--- src/rtl/ram_dbus_adapter_pkg.sv ---
// Shared data-bus types for the RAM adapter: request/response field types,
// grouped request/response structs and the alignment helper.
package ram_dbus_adapter_pkg;

  typedef logic [63:0] addr_t;
  typedef logic [63:0] word_t;
  typedef logic [7:0]  strobe_t;
  typedef logic [2:0]  msize_t;

  typedef struct packed {
    logic    valid;
    addr_t   addr;
    msize_t  size;
    strobe_t strobe;
    word_t   data;
  } dbus_req_t;

  typedef struct packed {
    logic  addr_ok;
    logic  data_ok;
    word_t data;
    logic  err;
  } dbus_resp_t;

  // Sizes of 8 bytes and above need the whole byte offset to be zero.
  function automatic logic is_aligned(input addr_t addr, input msize_t size);
    logic [2:0] mask;
    case (size)
      3'd0:    mask = 3'b000;
      3'd1:    mask = 3'b001;
      3'd2:    mask = 3'b011;
      default: mask = 3'b111;
    endcase
    return (addr[2:0] & mask) == 3'b000;
  endfunction

endpackage

--- src/rtl/ram_dbus_adapter.sv ---
// Data-bus slave in front of a single-port byte-strobed RAM: issues one request
// at a time, waits the RAM read latency and returns registered read data.
module ram_dbus_adapter
  import ram_dbus_adapter_pkg::*;
#(
  parameter int ADDR_WIDTH   = 10,
  parameter int READ_LATENCY = 1
) (
  input  logic                  clk,
  input  logic                  resetn,
  input  logic                  req_valid,
  input  logic [63:0]           req_addr,
  input  logic [2:0]            req_size,
  input  logic [7:0]            req_strobe,
  input  logic [63:0]           req_data,
  output logic                  resp_addr_ok,
  output logic                  resp_data_ok,
  output logic [63:0]           resp_data,
  output logic                  resp_err,
  output logic                  ram_en,
  output logic [ADDR_WIDTH-1:0] ram_addr,
  output logic [7:0]            ram_strobe,
  output logic [63:0]           ram_wdata,
  input  logic [63:0]           ram_rdata
);

  localparam int CNT_W = (READ_LATENCY > 0) ? $clog2(READ_LATENCY + 1) : 1;

  typedef enum logic [1:0] {
    IDLE = 2'd0,
    BUSY = 2'd1,
    DONE = 2'd2
  } state_e;

  state_e            state_q, state_d;
  logic [CNT_W-1:0]  cnt_q, cnt_d;
  logic              wr_q, wr_d;
  word_t             rdata_q, rdata_d;
  logic              err_q, err_d;

  dbus_req_t         req_s;
  dbus_resp_t        resp_s;
  logic              ram_en_s;
  strobe_t           ram_strobe_s;
  logic              unused_s;

  assign req_s.valid  = req_valid;
  assign req_s.addr   = req_addr;
  assign req_s.size   = req_size;
  assign req_s.strobe = req_strobe;
  assign req_s.data   = req_data;

  // High address bits alias onto the RAM and are intentionally dropped.
  assign unused_s = ^req_addr[63:ADDR_WIDTH+3];

  always_comb begin
    state_d        = state_q;
    cnt_d          = cnt_q;
    wr_d           = wr_q;
    rdata_d        = rdata_q;
    err_d          = err_q;
    resp_s.addr_ok = 1'b0;
    resp_s.data_ok = (state_q == DONE);
    resp_s.data    = rdata_q;
    resp_s.err     = err_q;
    ram_en_s       = 1'b0;
    ram_strobe_s   = 8'h00;
    case (state_q)
      IDLE: begin
        if (req_s.valid && resetn) begin
          resp_s.addr_ok = 1'b1;
          rdata_d        = 64'h0;
          if (is_aligned(req_s.addr, req_s.size)) begin
            ram_en_s     = 1'b1;
            ram_strobe_s = req_s.strobe;
            cnt_d        = CNT_W'(READ_LATENCY);
            wr_d         = |req_s.strobe;
            err_d        = 1'b0;
            state_d      = BUSY;
          end else begin
            err_d   = 1'b1;
            state_d = DONE;
          end
        end else begin
          state_d = IDLE;
        end
      end
      BUSY: begin
        if (cnt_q == CNT_W'(0)) begin
          rdata_d = wr_q ? 64'h0 : ram_rdata;
          state_d = DONE;
        end else begin
          cnt_d = cnt_q - CNT_W'(1);
        end
      end
      DONE: begin
        state_d = IDLE;
      end
      default: begin
        state_d = IDLE;
      end
    endcase
  end

  always_ff @(posedge clk) begin
    if (!resetn) begin
      state_q <= IDLE;
      cnt_q   <= '0;
      wr_q    <= 1'b0;
      rdata_q <= 64'h0;
      err_q   <= 1'b0;
    end else begin
      state_q <= state_d;
      cnt_q   <= cnt_d;
      wr_q    <= wr_d;
      rdata_q <= rdata_d;
      err_q   <= err_d;
    end
  end

  assign resp_addr_ok = resp_s.addr_ok;
  assign resp_data_ok = resp_s.data_ok;
  assign resp_data    = resp_s.data;
  assign resp_err     = resp_s.err;
  assign ram_en       = ram_en_s;
  assign ram_strobe   = ram_strobe_s;
  assign ram_addr     = ram_en_s ? req_s.addr[ADDR_WIDTH+2:3] : '0;
  assign ram_wdata    = ram_en_s ? req_s.data : 64'h0;

endmodule

--- config.mk ---
export PLATFORM = sky130hd
export DESIGN_NAME = ram_dbus_adapter
export DESIGN_NICKNAME = d
export VERILOG_FILES = /design/src/rtl/ram_dbus_adapter_pkg.sv /design/src/rtl/ram_dbus_adapter.sv
export SDC_FILE = /design/constraint.sdc
export NUM_CORES = 1
export LEC_CHECK = 0
export ABC_AREA = 1
export BUFFER_PORTS_ARGS = -buffer_cell sky130_fd_sc_hd__buf_2
export CORE_AREA = 2 2 140 142
export CTS_BUF_LIST = sky130_fd_sc_hd__clkbuf_4 sky130_fd_sc_hd__clkbuf_8
export DETAILED_ROUTE_END_ITERATION = 16
export DIE_AREA = 0 0 142 144
export GPL_ROUTABILITY_DRIVEN = 0
export GPL_TIMING_DRIVEN = 1
export PLACE_DENSITY = 0.49
export SYNTH_ARGS = -nofsm -noshare
export SYNTH_HDL_FRONTEND = slang
export SYNTH_SLANG_ARGS = --single-unit
export TNS_END_PERCENT = 100
--- constraint.sdc ---
create_clock -name clk -period 2.2 [get_ports clk]
set_input_delay 0 -clock clk [delete_from_list [all_inputs] [get_ports clk]]
set_output_delay 0 -clock clk [all_outputs]
set_load 0.05 [all_outputs]
==> impl_metrics.tcl <==
set metrics [dict create \
    status "completed" \
    synth_top_family_by_area "simple AND/OR/NAND/NOR gates" \
    path_clk_slew_ns 0.07 \
    startpoint_type "flip-flop" \
    crit_chain "inv_1 > nand2_1 > nor2_4 > nand3_4 > buf_12 > nor2_1 > buf_2" \
    drc 0 \
    p_leak_nw 3.72 \
    grt_util_all_layers_pct 14.0 \
    synth_seq_area_share_pct 37.5 \
    layout.nets 1189 \
    finalClockSkew_ns 0.00678 \
    synth_area_um2 3680 \
    ir_drop_mv 0.192 \
    drt.antenna.violating_nets 0 \
    powerDensity_nw_per_um2 577 \
    syn_avg_cell_area_um2 5.79 \
    antenna_found_initial 2 \
    grt_max_degree 70 \
    syn_inst 635 \
    fp.coreArea_um2 19100 \
    dieHeight_um 144 \
    rows 51 \
    drt_pre_antenna_iters 4 \
    r2r_start "state_q[1]" \
    via_count 4714 \
    ys_types 22 \
    tightest_slew_ns 0.776 \
    synth.area.mux_share_pct 0 \
    min_to "resp_data[22]" \
    critical_path_buf_inv_count 3 \
    synth_xor_xnor_area_share_pct 0 \
    ioPinCount 356 \
    rr_worst_depth 7 \
    start_util_pct 19.3 \
    routed_wl_um 15000 \
    fp.dieArea_um2 20400 \
    max_freq_ghz 0.519 \
    hold_viol 0 \
    synthSimpleGateAreaFrac_pct 45.7 \
    cp_slowest_stage_delay_ns 0.33 \
    die_w_um 142 \
    cp_slowest_cell "dfxtp_1" \
    maxCapViolations 0 \
    slew_headroom_pct 48.3 \
    cts_tree "built" \
    cts_resized 0 \
    setup_violations 0 \
    cts_buffers 9 \
    finalInstanceArea_um2 6220 \
    r2r_slack_ns 0.68 \
    hp-class "primary input to flip-flop" \
    crit_family "simple AND/OR/NAND/NOR gates" \
    antenna_cells 0 \
    worstPathRequired_ns 2.20 \
    drive_above_1_share_pct 34.8 \
    r2r_end "wr_q" \
    period_share_pct 87.6 \
    avgViaCountPerCell 3.85 \
    ys_warn_count 0 \
    n_fill_cell 2206 \
    synth_fp_nets 841 \
    critPathKind "flip-flop to output port" \
    drtIter0Drc 168 \
    clk_latency_ns 0.34 \
    grt_first_pass_wirelength_um 22400 \
    place_area_um2 5400 \
    rsz0062_at_grt "false" \
    synthAdderAreaFrac_pct 0 \
    gr-total-overflow 0 \
    clk_path_buf_depth 2 \
    wire_per_inst_um 12.2 \
    min_path_cells 5 \
    setup_tns_ns 0 \
    crit_arrival_ns 1.93 \
    hold_start "ram_rdata[22]" \
    port_buffers 304 \
    h-tree-depth 3 \
    fin_crit_ns 1.93 \
    hpwl_um 11000 \
    syn2layout_area_growth_pct 69.0 \
    synth_compound_area_share_pct 0.952 \
    regArea_um2 1380 \
    synth-seq-cells 69 \
    multi_input_area_um2 1730 \
    grt_pass1_vias 4265 \
    root_buffer "clkbuf_8" \
    slew_viol_final 0 \
    numClockSinks 69 \
    critPathCaptureType "output port" \
    critPathMaxFanout 65 \
]
==> state kept, by name (all words and copies together) (netlist names) <==
name	count
state_q	2
resp_err	1
wr_q	1
resp_data	64
cnt_q	1
==> worst max-delay path by stage <==
stage / startpoint / to / slack [ns] / depth (start not counted)
6_report: state_q[1] / ram_strobe[6] / 0.27 / 7
5_1_grt: state_q[1] / ram_wdata[23] / 0.07 / 7
4_1_cts: state_q[1] / ram_wdata[60] / 0.15 / 7
3_5_place_dp: state_q[1] / ram_wdata[60] / 0.54 / 7
3_3_place_gp: state_q[1] / wr_q / 0.55 / 7
2_1_floorplan: state_q[1] / ram_strobe[0] / 0.24 / 7
==> tightest hold or removal path, cell delays in order <==
cell and delay (ns):
buf_2 0.12, nand2_1 0.06, nand2_1 0.05, nand2_1 0.06, nor2_1 0.03
==> metal layers <==
layer | GRT usage, % | wire (um) | vias to the layer above
met5 | 0 | 0 | -
met2 | 24.8 | 7350 | 181
li1 | - | - | 2493
met1 | 16.4 | 6330 | 2025
met4 | 4.00 | 227 | 0
met3 | 4.17 | 1070 | 15
==> synthesized netlist by cell type, drive strengths merged <==
cell type  count  area share (%)
dfxtp         69              38
nand3          3            0.54
nand2        207              21
a21boi         1            0.20
o211ai         1            0.20
clkbuf         9            0.92
nor3           2            0.27
buf           27             5.4
nor2         218              23
inv           93             9.5
o21ai          1            0.14
or2            1            0.17
a21oi          3            0.41
==> final cells by class <==
cell class | instances | area share (%)
flip-flops and latches | 69 | 22.2
clock buffers | 12 | 2.45
multi-input cells | 438 | 27.9
well taps | 238 | 4.79
inverters | 93 | 5.65
clock inverters | 2 | 0.563
repair buffers | 372 | 36.5
==> where the power goes <==
group	switching, mW	internal (mW)	total, mW	leakage [nW]
Sequential	0.0426	1.34	1.38	0.567
Clock	0.469	0.567	1.04	0.0991
Combinational	0.790	0.381	1.17	3.05
Total	1.30	2.29	3.59	3.72
==> metrics by stage <==
step	instances	setup slack (ns)	total power, mW	util [%]	hold slack (ns)
detailed placement	1147	0.542	2.50	28.3	0.316
global route	1224	0.0689	3.84	32.6	0.0583
CTS	1223	0.149	3.67	32.5	0.0112
finish	1224	0.274	3.59	32.6	0.0382
floorplan	635	0.244	2.18	-	0.137
global placement	1147	0.552	2.50	28.3	0.310
==> kinds of logic after synthesis <==
logic type	count (synthesis)
AND/OR/NAND/NOR	431
buffers and inverters	129
flip-flops	69
AO/OA/AOI/OAI	6
==> layout by cell type, fill, tap and decap left out, types with 2 or more instances in the layout <==
cell type      synthesis  layout
inv_1                 90      90
clkbuf_8               0      10
nand3_1                2       2
nand2_1              206     206
buf_12                 0       6
nor3_1                 2       2
nor2_4                 2       2
buf_4                  1       2
nor2_1               205     205
dlygate4sd3_1          0      62
clkbuf_4               0       2
a21oi_1                3       3
inv_2                  3       2
buf_2                 12     302
dfxtp_1               69      69
nor2_2                11      11
==> repair_timing <==
action | in CTS | in global routing
setup endpoints to repair | 0 | 2
hold buffers | 62 | 0
endpoints found under the hold margin | 62 | 0
setup buffers | 0 | 0
Note: power is estimated with default switching activity, not from simulation.
